===== src/rtl/stepper_pkg.sv =====
// Shared definitions for the stepper positioner: state codes (also the db_estado value),
// position width, timer width and direction encodings.
package stepper_pkg;
   localparam int POS_W = 16;
   localparam int TMR_W = 32;

   localparam logic DIR_LEFT  = 1'b0;
   localparam logic DIR_RIGHT = 1'b1;

   localparam logic [2:0] ST_IDLE      = 3'd0;
   localparam logic [2:0] ST_HOMING_HI = 3'd1;
   localparam logic [2:0] ST_HOMING_LO = 3'd2;
   localparam logic [2:0] ST_READY     = 3'd3;
   localparam logic [2:0] ST_DIR_SETUP = 3'd4;
   localparam logic [2:0] ST_STEP_HI   = 3'd5;
   localparam logic [2:0] ST_STEP_LO   = 3'd6;
   localparam logic [2:0] ST_FAULT     = 3'd7;

   function automatic logic [POS_W-1:0] clamp_pos(input logic [POS_W-1:0] pos,
                                                  input logic [POS_W-1:0] lim);
      return (pos > lim) ? lim : pos;
   endfunction
endpackage


===== src/rtl/step_timer.sv =====
// Loadable down-counter: loading N makes o_tick go high N cycles later and stay high until reloaded.
// Times step half-periods, the direction setup window and the accel ramp.
module step_timer #(
   parameter int W = 32
) (
   input  logic         i_clock,
   input  logic         i_reset,
   input  logic         i_load,
   input  logic [W-1:0] i_load_val,
   output logic         o_tick
);
   logic [W-1:0] r_cnt;

   always_ff @(posedge i_clock) begin
      if (!i_reset) begin
         r_cnt <= '0;
      end else if (i_load) begin
         r_cnt <= (i_load_val == '0) ? '0 : i_load_val - 1'b1;
      end else if (r_cnt != '0) begin
         r_cnt <= r_cnt - 1'b1;
      end
   end

   assign o_tick = (r_cnt == '0);
endmodule


===== src/rtl/stepper_pos_ctrl.sv =====
// Step/dir positioner with homing against end_left and end-switch aborts.
// Optional STEPPER_ACCEL_EN: first step of a move at 4x half-period, ramping down to STEP_HALF.
module stepper_pos_ctrl
   import stepper_pkg::*;
#(
   parameter int unsigned STEP_HALF      = 25000,
   parameter int unsigned DIR_SETUP_CYC  = 50,
   parameter int unsigned POS_MAX        = 4000,
   parameter int unsigned HOME_MAX_STEPS = 5000
) (
   input  logic             i_clock,
   input  logic             i_reset,
   input  logic [POS_W-1:0] i_target_pos,
   input  logic             i_target_valid,
   input  logic             i_calib,
   input  logic             i_trava,
   input  logic             i_end_left,
   input  logic             i_end_right,
   output logic             o_step,
   output logic             o_dir,
   output logic [POS_W-1:0] o_current_pos,
   output logic             o_homed,
   output logic             o_at_target,
   output logic             o_limit_hit,
   output logic             o_fault,
   output logic [2:0]       o_db_estado
);
   localparam logic [TMR_W-1:0] HALF_T   = TMR_W'(STEP_HALF);
   localparam logic [TMR_W-1:0] SETUP_T  = TMR_W'(DIR_SETUP_CYC);
   localparam logic [POS_W-1:0] POS_LIM  = POS_W'(POS_MAX);
   localparam logic [POS_W-1:0] HOME_LIM = POS_W'(HOME_MAX_STEPS);

   logic [2:0]       r_state, w_nxt_state;
   logic             r_step, w_nxt_step;
   logic             r_dir, w_nxt_dir;
   logic [POS_W-1:0] r_pos, w_nxt_pos;
   logic [POS_W-1:0] r_target, w_nxt_target;
   logic             r_homed, w_nxt_homed;
   logic             r_at_target, w_nxt_at_target;
   logic             r_limit_hit, w_nxt_limit_hit;
   logic             r_fault, w_nxt_fault;
   logic             r_calib_pend, w_nxt_calib_pend;
   logic [POS_W-1:0] r_home_cnt, w_nxt_home_cnt;

   logic             w_tmr_load, w_tick;
   logic [TMR_W-1:0] w_tmr_val, w_step_half, w_run_half;
   logic             w_go_home, w_go_step, w_go_setup, w_go_ready, w_abort_l, w_abort_r;
   logic             w_active, w_tv, w_calib_req, w_need_move, w_req_dir;

   assign w_active    = r_state inside {ST_DIR_SETUP, ST_STEP_HI, ST_STEP_LO};
   assign w_tv        = i_target_valid & r_homed & ~i_calib & (w_active | (r_state == ST_READY));
   assign w_calib_req = i_calib | r_calib_pend;
   assign w_need_move = (r_target != r_pos);
   assign w_req_dir   = (r_target > r_pos) ? DIR_RIGHT : DIR_LEFT;

`ifdef STEPPER_ACCEL_EN
   localparam logic [TMR_W-1:0] HALF_START = TMR_W'(4 * STEP_HALF);
   localparam logic [TMR_W-1:0] HALF_DEC   = TMR_W'(STEP_HALF / 4);
   logic [TMR_W-1:0] r_half;

   // Only a step that follows a STEP_LO continues the ramp; READY/DIR_SETUP restart it.
   always_comb begin
      if (r_state != ST_STEP_LO)
         w_step_half = HALF_START;
      else if (r_half >= HALF_T + HALF_DEC)
         w_step_half = r_half - HALF_DEC;
      else
         w_step_half = HALF_T;
   end
   assign w_run_half = r_half;

   always_ff @(posedge i_clock) begin
      if (!i_reset)
         r_half <= HALF_START;
      else if (w_go_step)
         r_half <= w_step_half;
   end
`else
   assign w_step_half = HALF_T;
   assign w_run_half  = HALF_T;
`endif

   always_comb begin
      w_nxt_state      = r_state;
      w_nxt_step       = r_step;
      w_nxt_dir        = r_dir;
      w_nxt_pos        = r_pos;
      w_nxt_target     = r_target;
      w_nxt_homed      = r_homed;
      w_nxt_limit_hit  = 1'b0;
      w_nxt_fault      = r_fault;
      w_nxt_calib_pend = r_calib_pend;
      w_nxt_home_cnt   = r_home_cnt;
      w_tmr_load       = 1'b0;
      w_tmr_val        = HALF_T;
      w_go_home        = 1'b0;
      w_go_step        = 1'b0;
      w_go_setup       = 1'b0;
      w_go_ready       = 1'b0;
      w_abort_l        = 1'b0;
      w_abort_r        = 1'b0;

      if (w_tv)
         w_nxt_target = clamp_pos(i_target_pos, POS_LIM);
      if (w_active && i_calib)
         w_nxt_calib_pend = 1'b1;

      // Only the switch on the side being moved toward aborts a move.
      if (w_active) begin
         if (i_end_left && (r_dir == DIR_LEFT))
            w_abort_l = 1'b1;
         else if (i_end_right && (r_dir == DIR_RIGHT))
            w_abort_r = 1'b1;
      end

      case (r_state)
         ST_IDLE, ST_FAULT: begin
            if (i_calib) w_go_home = 1'b1;
         end
         ST_HOMING_HI: begin
            if (w_tick) begin
               w_nxt_state = ST_HOMING_LO;
               w_nxt_step  = 1'b0;
               w_tmr_load  = 1'b1;
            end
         end
         ST_HOMING_LO: begin
            if (w_tick) begin
               if (i_end_left) begin
                  w_nxt_state  = ST_READY;
                  w_nxt_pos    = '0;
                  w_nxt_target = '0;
                  w_nxt_homed  = 1'b1;
               end else if (r_home_cnt >= HOME_LIM) begin
                  w_nxt_state = ST_FAULT;
                  w_nxt_fault = 1'b1;
                  w_nxt_homed = 1'b0;
               end else begin
                  w_nxt_state    = ST_HOMING_HI;
                  w_nxt_step     = 1'b1;
                  w_nxt_home_cnt = r_home_cnt + 1'b1;
                  w_tmr_load     = 1'b1;
               end
            end
         end
         ST_READY: begin
            if (w_calib_req)
               w_go_home = 1'b1;
            else if (w_need_move && !i_trava) begin
               if (w_req_dir == r_dir) w_go_step = 1'b1;
               else                    w_go_setup = 1'b1;
            end
         end
         ST_DIR_SETUP: begin
            if (!w_abort_l && !w_abort_r && w_tick) begin
               if (w_calib_req)              w_go_home  = 1'b1;
               else if (!w_need_move)        w_go_ready = 1'b1;
               else if (w_req_dir != r_dir)  w_go_setup = 1'b1;
               else                          w_go_step  = 1'b1;
            end
         end
         ST_STEP_HI: begin
            if (!w_abort_l && !w_abort_r && w_tick) begin
               w_nxt_state = ST_STEP_LO;
               w_nxt_step  = 1'b0;
               w_tmr_load  = 1'b1;
               w_tmr_val   = w_run_half;
            end
         end
         ST_STEP_LO: begin
            if (!w_abort_l && !w_abort_r && w_tick) begin
               if (w_calib_req)              w_go_home  = 1'b1;
               else if (!w_need_move)        w_go_ready = 1'b1;
               else if (i_trava)             w_go_ready = 1'b1;
               else if (w_req_dir != r_dir)  w_go_setup = 1'b1;
               else                          w_go_step  = 1'b1;
            end
         end
         default: w_nxt_state = ST_IDLE;
      endcase

      // A step toward the left at position 0 cannot be taken; it is a left-limit abort.
      if (w_go_step) begin
         if ((r_dir == DIR_LEFT) && (r_pos == '0)) begin
            w_abort_l = 1'b1;
         end else begin
            w_nxt_state = ST_STEP_HI;
            w_nxt_step  = 1'b1;
            w_nxt_pos   = (r_dir == DIR_RIGHT) ? r_pos + 1'b1 : r_pos - 1'b1;
            w_tmr_load  = 1'b1;
            w_tmr_val   = w_step_half;
         end
      end
      if (w_go_setup) begin
         w_nxt_state = ST_DIR_SETUP;
         w_nxt_dir   = w_req_dir;
         w_tmr_load  = 1'b1;
         w_tmr_val   = SETUP_T;
      end
      if (w_go_ready) begin
         w_nxt_state = ST_READY;
         w_nxt_step  = 1'b0;
      end
      if (w_abort_l || w_abort_r) begin
         w_nxt_state     = ST_READY;
         w_nxt_step      = 1'b0;
         w_nxt_limit_hit = 1'b1;
         w_nxt_pos       = w_abort_l ? '0 : r_pos;
         w_nxt_target    = w_abort_l ? '0 : r_pos;
      end
      if (w_go_home) begin
         w_nxt_state      = ST_HOMING_HI;
         w_nxt_step       = 1'b1;
         w_nxt_dir        = DIR_LEFT;
         w_nxt_fault      = 1'b0;
         w_nxt_calib_pend = 1'b0;
         w_nxt_home_cnt   = POS_W'(1);
         w_tmr_load       = 1'b1;
         w_tmr_val        = HALF_T;
      end
   end

   assign w_nxt_at_target = (w_nxt_state == ST_READY) && (w_nxt_pos == w_nxt_target);

   step_timer #(.W(TMR_W)) u_timer (
      .i_clock    (i_clock),
      .i_reset    (i_reset),
      .i_load     (w_tmr_load),
      .i_load_val (w_tmr_val),
      .o_tick     (w_tick)
   );

   always_ff @(posedge i_clock) begin
      if (!i_reset) begin
         r_state      <= ST_IDLE;
         r_step       <= 1'b0;
         r_dir        <= DIR_LEFT;
         r_pos        <= '0;
         r_target     <= '0;
         r_homed      <= 1'b0;
         r_at_target  <= 1'b0;
         r_limit_hit  <= 1'b0;
         r_fault      <= 1'b0;
         r_calib_pend <= 1'b0;
         r_home_cnt   <= '0;
      end else begin
         r_state      <= w_nxt_state;
         r_step       <= w_nxt_step;
         r_dir        <= w_nxt_dir;
         r_pos        <= w_nxt_pos;
         r_target     <= w_nxt_target;
         r_homed      <= w_nxt_homed;
         r_at_target  <= w_nxt_at_target;
         r_limit_hit  <= w_nxt_limit_hit;
         r_fault      <= w_nxt_fault;
         r_calib_pend <= w_nxt_calib_pend;
         r_home_cnt   <= w_nxt_home_cnt;
      end
   end

   assign o_step        = r_step;
   assign o_dir         = r_dir;
   assign o_current_pos = r_pos;
   assign o_homed       = r_homed;
   assign o_at_target   = r_at_target;
   assign o_limit_hit   = r_limit_hit;
   assign o_fault       = r_fault;
   assign o_db_estado   = r_state;
endmodule


===== config.mk =====
export PLATFORM = sky130hd
export DESIGN_NAME = stepper_pos_ctrl
export DESIGN_NICKNAME = d
export VERILOG_FILES = /design/src/rtl/stepper_pkg.sv /design/src/rtl/step_timer.sv /design/src/rtl/stepper_pos_ctrl.sv
export SDC_FILE = /design/constraint.sdc
export NUM_CORES = 1
export LEC_CHECK = 0
export BUFFER_PORTS_ARGS = -buffer_cell sky130_fd_sc_hd__buf_2
export CAP_MARGIN = 20
export CORE_MARGIN = 2
export CORE_UTILIZATION = 60
export CTS_CLUSTER_DIAMETER = 80
export DETAILED_ROUTE_END_ITERATION = 8
export PLACE_DENSITY = 0.8
export SLEW_MARGIN = 20
export SYNTH_ARGS = -nofsm -noshare
export SYNTH_HDL_FRONTEND = slang
export SYNTH_SLANG_ARGS = --single-unit

===== constraint.sdc =====
create_clock -name i_clock -period 5.01 [get_ports i_clock]
set_clock_uncertainty 0.15 [all_clocks]
set_input_delay 1.002 -clock i_clock [delete_from_list [all_inputs] [get_ports i_clock]]
set_output_delay 1.002 -clock i_clock [all_outputs]
set_load 0.01 [all_outputs]

==> run summary <==
========================================================================================
Count of endpoints failing setup in the final report                                   0
Number of antenna violations at the first check in global routing                      0
Syn Area/Cell                                                                 7.79 sq um
Portion of the clock cycle consumed by the worst path in the final layout          0.880
RSZ-0062 raised after global routing                                               false
Count of pins over their slew limit                                                    0
Portion of netlist area occupied by mux cells                                     0.0225
Total DRC errors in the routed layout                                                  0
Post-CTS Hold Fix Bufs                                                                 0
Synth top area share                                                               0.302
Post-Synth XOR/XNOR Area                                                          0.0925
IO buf count                                                                          47
Measured slew at the worst slew-check pin                                         947 ps
Effective utilization at floorplan                                                 0.613
Wire length of the first global-routing pass                                   27,400 um
Clock tree from TritonCTS                                                           done
Gate count after technology mapping                                                  765
Relative area change from synthesis to final layout                                8.25%
Clock sink count                                                                      90
Vias per inst                                                                       6.31
Worst min path class                                                        register to register
Total I/O pin count                                                                   48
Worst slack at placement                                                          742 ps
Nets                                                                                 860
Netlist area before placement                                                 5960 sq um
Cell area power density                                                      231 nW/um^2
Maximum resistive drop on vdd                                                   0.195 mV
FF+latch count, synth                                                                 90
Final sum of negative setup slack                                                   0 ps
Die area                                                                    10,700 sq um
Post-cts repair resize count                                                           0
Cell accounting for the most synthesized area                               sky130_fd_sc_hd__dfxtp_1
Main combinational cell family by area after synthesis                      simple AND/OR/NAND/NOR gates
Cell-by-cell trace of the critical path                                     inv_1, ha_1, nand4_1, or4_1, o311a_1, a41o_1, a211oi_1, or2_1, buf_4, a311oi_1, a2111oi_4, nand4_1, a211oi_1
Data required time of the worst path                                             5150 ps
Count of inserted antenna diode cells                                                  0
Post-CTS Setup Bufs                                                                    0
Vias post-DR                                                                       5,933
Largest net degree at the start of global routing                                     33
Skew-Pair Late Insertion Delay                                                    380 ps
Count of placed standard cells in the final layout, fillers left out                 940
Final critical delay including setup and external delays                         4410 ps
Share of async-settable or async-resettable flops after synthesis                      0
Number of DRC markers in iteration 0                                                 487
Estimated wirelength of the detail-placed design                               12,600 um
Worst setup slack after layout                                                    599 ps
Run status                                                                  finished, final reports clean
Unique cell type count in the Yosys netlist                                           73
Placement row count                                                                   36
Final Hold Violating Endpoints                                                         0
Global routing usage summed across all routing layers                              0.312
Share of synthesized cell area in and, or, nand and nor gates                      0.268
Slowest library cell on the worst path                                      sky130_fd_sc_hd__or4_1
Kind of critical path                                                       register to register
Height of the chip                                                                104 um
Post-Synthesis Net Count                                                             823
Cts bufs inserted                                                                      9
Post-Synth Adder-Cell Area                                                        0.0747
Clock slew seen by the registers of the worst setup and hold paths                100 ps
Top cells by area, synth                                                    sky130_fd_sc_hd__dfxtp_1 30%, sky130_fd_sc_hd__ha_1 7.1%, sky130_fd_sc_hd__nor2_1 6.8%
Max H-tree Level                                                                       3
Main flop type after synthesis                                              sky130_fd_sc_hd__dfxtp_1
CTS Buffer Depth                                                                       2
Total wire length after detailed routing                                       16,800 um
Max-slew headroom at the worst pin                                                 0.367
Slowest Stage Delay on Critical Path                                              660 ps
Router iterations before antenna repair                                                6
Die width                                                                         104 um
Share of cells above drive strength 1                                              0.110
Startpoint Class                                                                register
Placed Cells incl. Taps                                                              924
Number of nets with antenna violations after detailed routing                          0
GPL Wtd Cong                                                                       0.975
Total of warnings raised by yosys                                                      0
Maximum capacitance violations                                                         0
CTS root buf                                                                sky130_fd_sc_hd__clkbuf_8
Worst-path fanout max                                                                 13
Number of flops mapped to enable cells by yosys                                        0
Routed length per placed instance                                                17.9 um
Share of synthesized area occupied by flip-flops and latches                       0.302
Endpoint kind of the worst setup timing path                                    register
F_max                                                                            227 MHz
Core outline area                                                             9730 sq um
Number of global-route vias before repair                                          5,750
Static leakage                                                                   2.61 nW
Aggregate global routing overflow                                                      0
Compound-Gate Fraction of Synth Area                                               0.194
Data arrival time of the worst path                                              4550 ps
Core Util, Final                                                                   0.663
========================================================================================
[layout by cell type, fill, tap and decap left out, types with 27 or more instances in the layout]
master / instances
sky130_fd_sc_hd__nor2_1: 108
sky130_fd_sc_hd__dfxtp_1: 90
sky130_fd_sc_hd__nand2_1: 70
sky130_fd_sc_hd__a21oi_1: 55
sky130_fd_sc_hd__buf_2: 47
sky130_fd_sc_hd__xnor2_1: 36
sky130_fd_sc_hd__inv_1: 35
sky130_fd_sc_hd__ha_1: 34
sky130_fd_sc_hd__o21ai_0: 29
sky130_fd_sc_hd__xor2_1: 27
[registers in the layout, indices dropped and copies added (netlist names)]
| register | count |
|---|---|
| o_at_target | 1 |
| o_step | 1 |
| r_calib_pend | 1 |
| o_db_estado | 3 |
| o_fault | 1 |
| o_limit_hit | 1 |
| u_timer.r_cnt | 32 |
| o_current_pos | 16 |
| r_home_cnt | 16 |
| o_homed | 1 |
| r_target | 16 |
| o_dir | 1 |
[metrics by stage]
step | total power [mW] | hold WS, ps | cell area (sq um)
5_1_grt | 1.55 | 352 | 6450
3_5_place_dp | 1.05 | 308 | 6290
2_1_floorplan | 0.983 | 294 | 5960
3_3_place_gp | 1.04 | 309 | 6290
6_report | 1.49 | 334 | 6450
4_1_cts | 1.49 | 332 | 6450
[where the power goes]
part / internal [mW] / switching (mW) / total [mW]
clock: 0.193 / 0.262 / 0.454
sequential: 0.744 / 0.0310 / 0.775
combinational: 0.107 / 0.155 / 0.262
total: 1.04 / 0.447 / 1.49
[cell type report]
cell class / count / area (sq um)
fillers: 887 / 3280
inverters: 36 / 135
flip-flops and latches: 90 / 1800
multi-input cells: 609 / 3880
clock inverters: 3 / 15.0
clock buffers: 13 / 149
repair buffers: 56 / 303
well taps: 133 / 166
[path summary, 6_finish.rpt]
check                   start        endpoint  slack (ps)  cells after the start
min            r_home_cnt[14]  r_home_cnt[14]         330                      1
max          o_current_pos[1]     o_at_target         600                     13
min reg2reg    r_home_cnt[14]  r_home_cnt[14]         330                      1
max reg2reg  o_current_pos[1]     o_at_target         600                     13
[routing by layer]
layer  vias up  track usage  part of all wire
met2       273        0.515              0.46
met3        85       0.0680             0.071
met5         -            0                 0
met4         0        0.197             0.059
li1       2814            -                 -
met1      2761        0.370              0.41
[worst max-delay path, delay by kind of cell, from the launching register on]
family | cells | cell delay, ps
AOI/OAI and AO/OA | 6 | 1410
and+or+nand+nor | 4 | 1520
adders and majority gates | 1 | 320
buffers and inverters | 2 | 450
DFF | 1 | 480
[synthesized netlist by cell type (3+ instances only)]
library cell	number
sky130_fd_sc_hd__a21o_1	8
sky130_fd_sc_hd__mux2i_1	10
sky130_fd_sc_hd__o21bai_1	3
sky130_fd_sc_hd__a211oi_1	13
sky130_fd_sc_hd__dfxtp_1	90
sky130_fd_sc_hd__nand2b_1	8
sky130_fd_sc_hd__nor3_1	24
sky130_fd_sc_hd__buf_6	3
sky130_fd_sc_hd__ha_1	34
sky130_fd_sc_hd__a22oi_1	4
sky130_fd_sc_hd__clkbuf_1	23
sky130_fd_sc_hd__or3_1	12
sky130_fd_sc_hd__a21oi_1	55
sky130_fd_sc_hd__nor2_1	108
sky130_fd_sc_hd__xor2_1	27
sky130_fd_sc_hd__o21a_1	9
sky130_fd_sc_hd__or4_1	7
sky130_fd_sc_hd__inv_1	35
sky130_fd_sc_hd__xnor2_1	36
sky130_fd_sc_hd__a22o_1	3
sky130_fd_sc_hd__nand2_1	70
sky130_fd_sc_hd__nor2b_1	6
sky130_fd_sc_hd__nand4_1	12
sky130_fd_sc_hd__a31oi_1	11
sky130_fd_sc_hd__nor4_1	15
sky130_fd_sc_hd__o211ai_1	6
sky130_fd_sc_hd__or2_2	6
sky130_fd_sc_hd__o2111ai_1	3
sky130_fd_sc_hd__nand3b_1	6
sky130_fd_sc_hd__o21ai_0	29
sky130_fd_sc_hd__nand3_1	18
sky130_fd_sc_hd__and3_1	19
[cells by family after synthesis]
group,count (synthesis)
and+or+nand+nor,326
AOI/OAI and AO/OA,173
DFF,90
buffers and inverters,66
xor gates and xnor gates,63
adders and majority gates,35
muxes,12
Note: power is estimated with default switching activity, not from simulation.
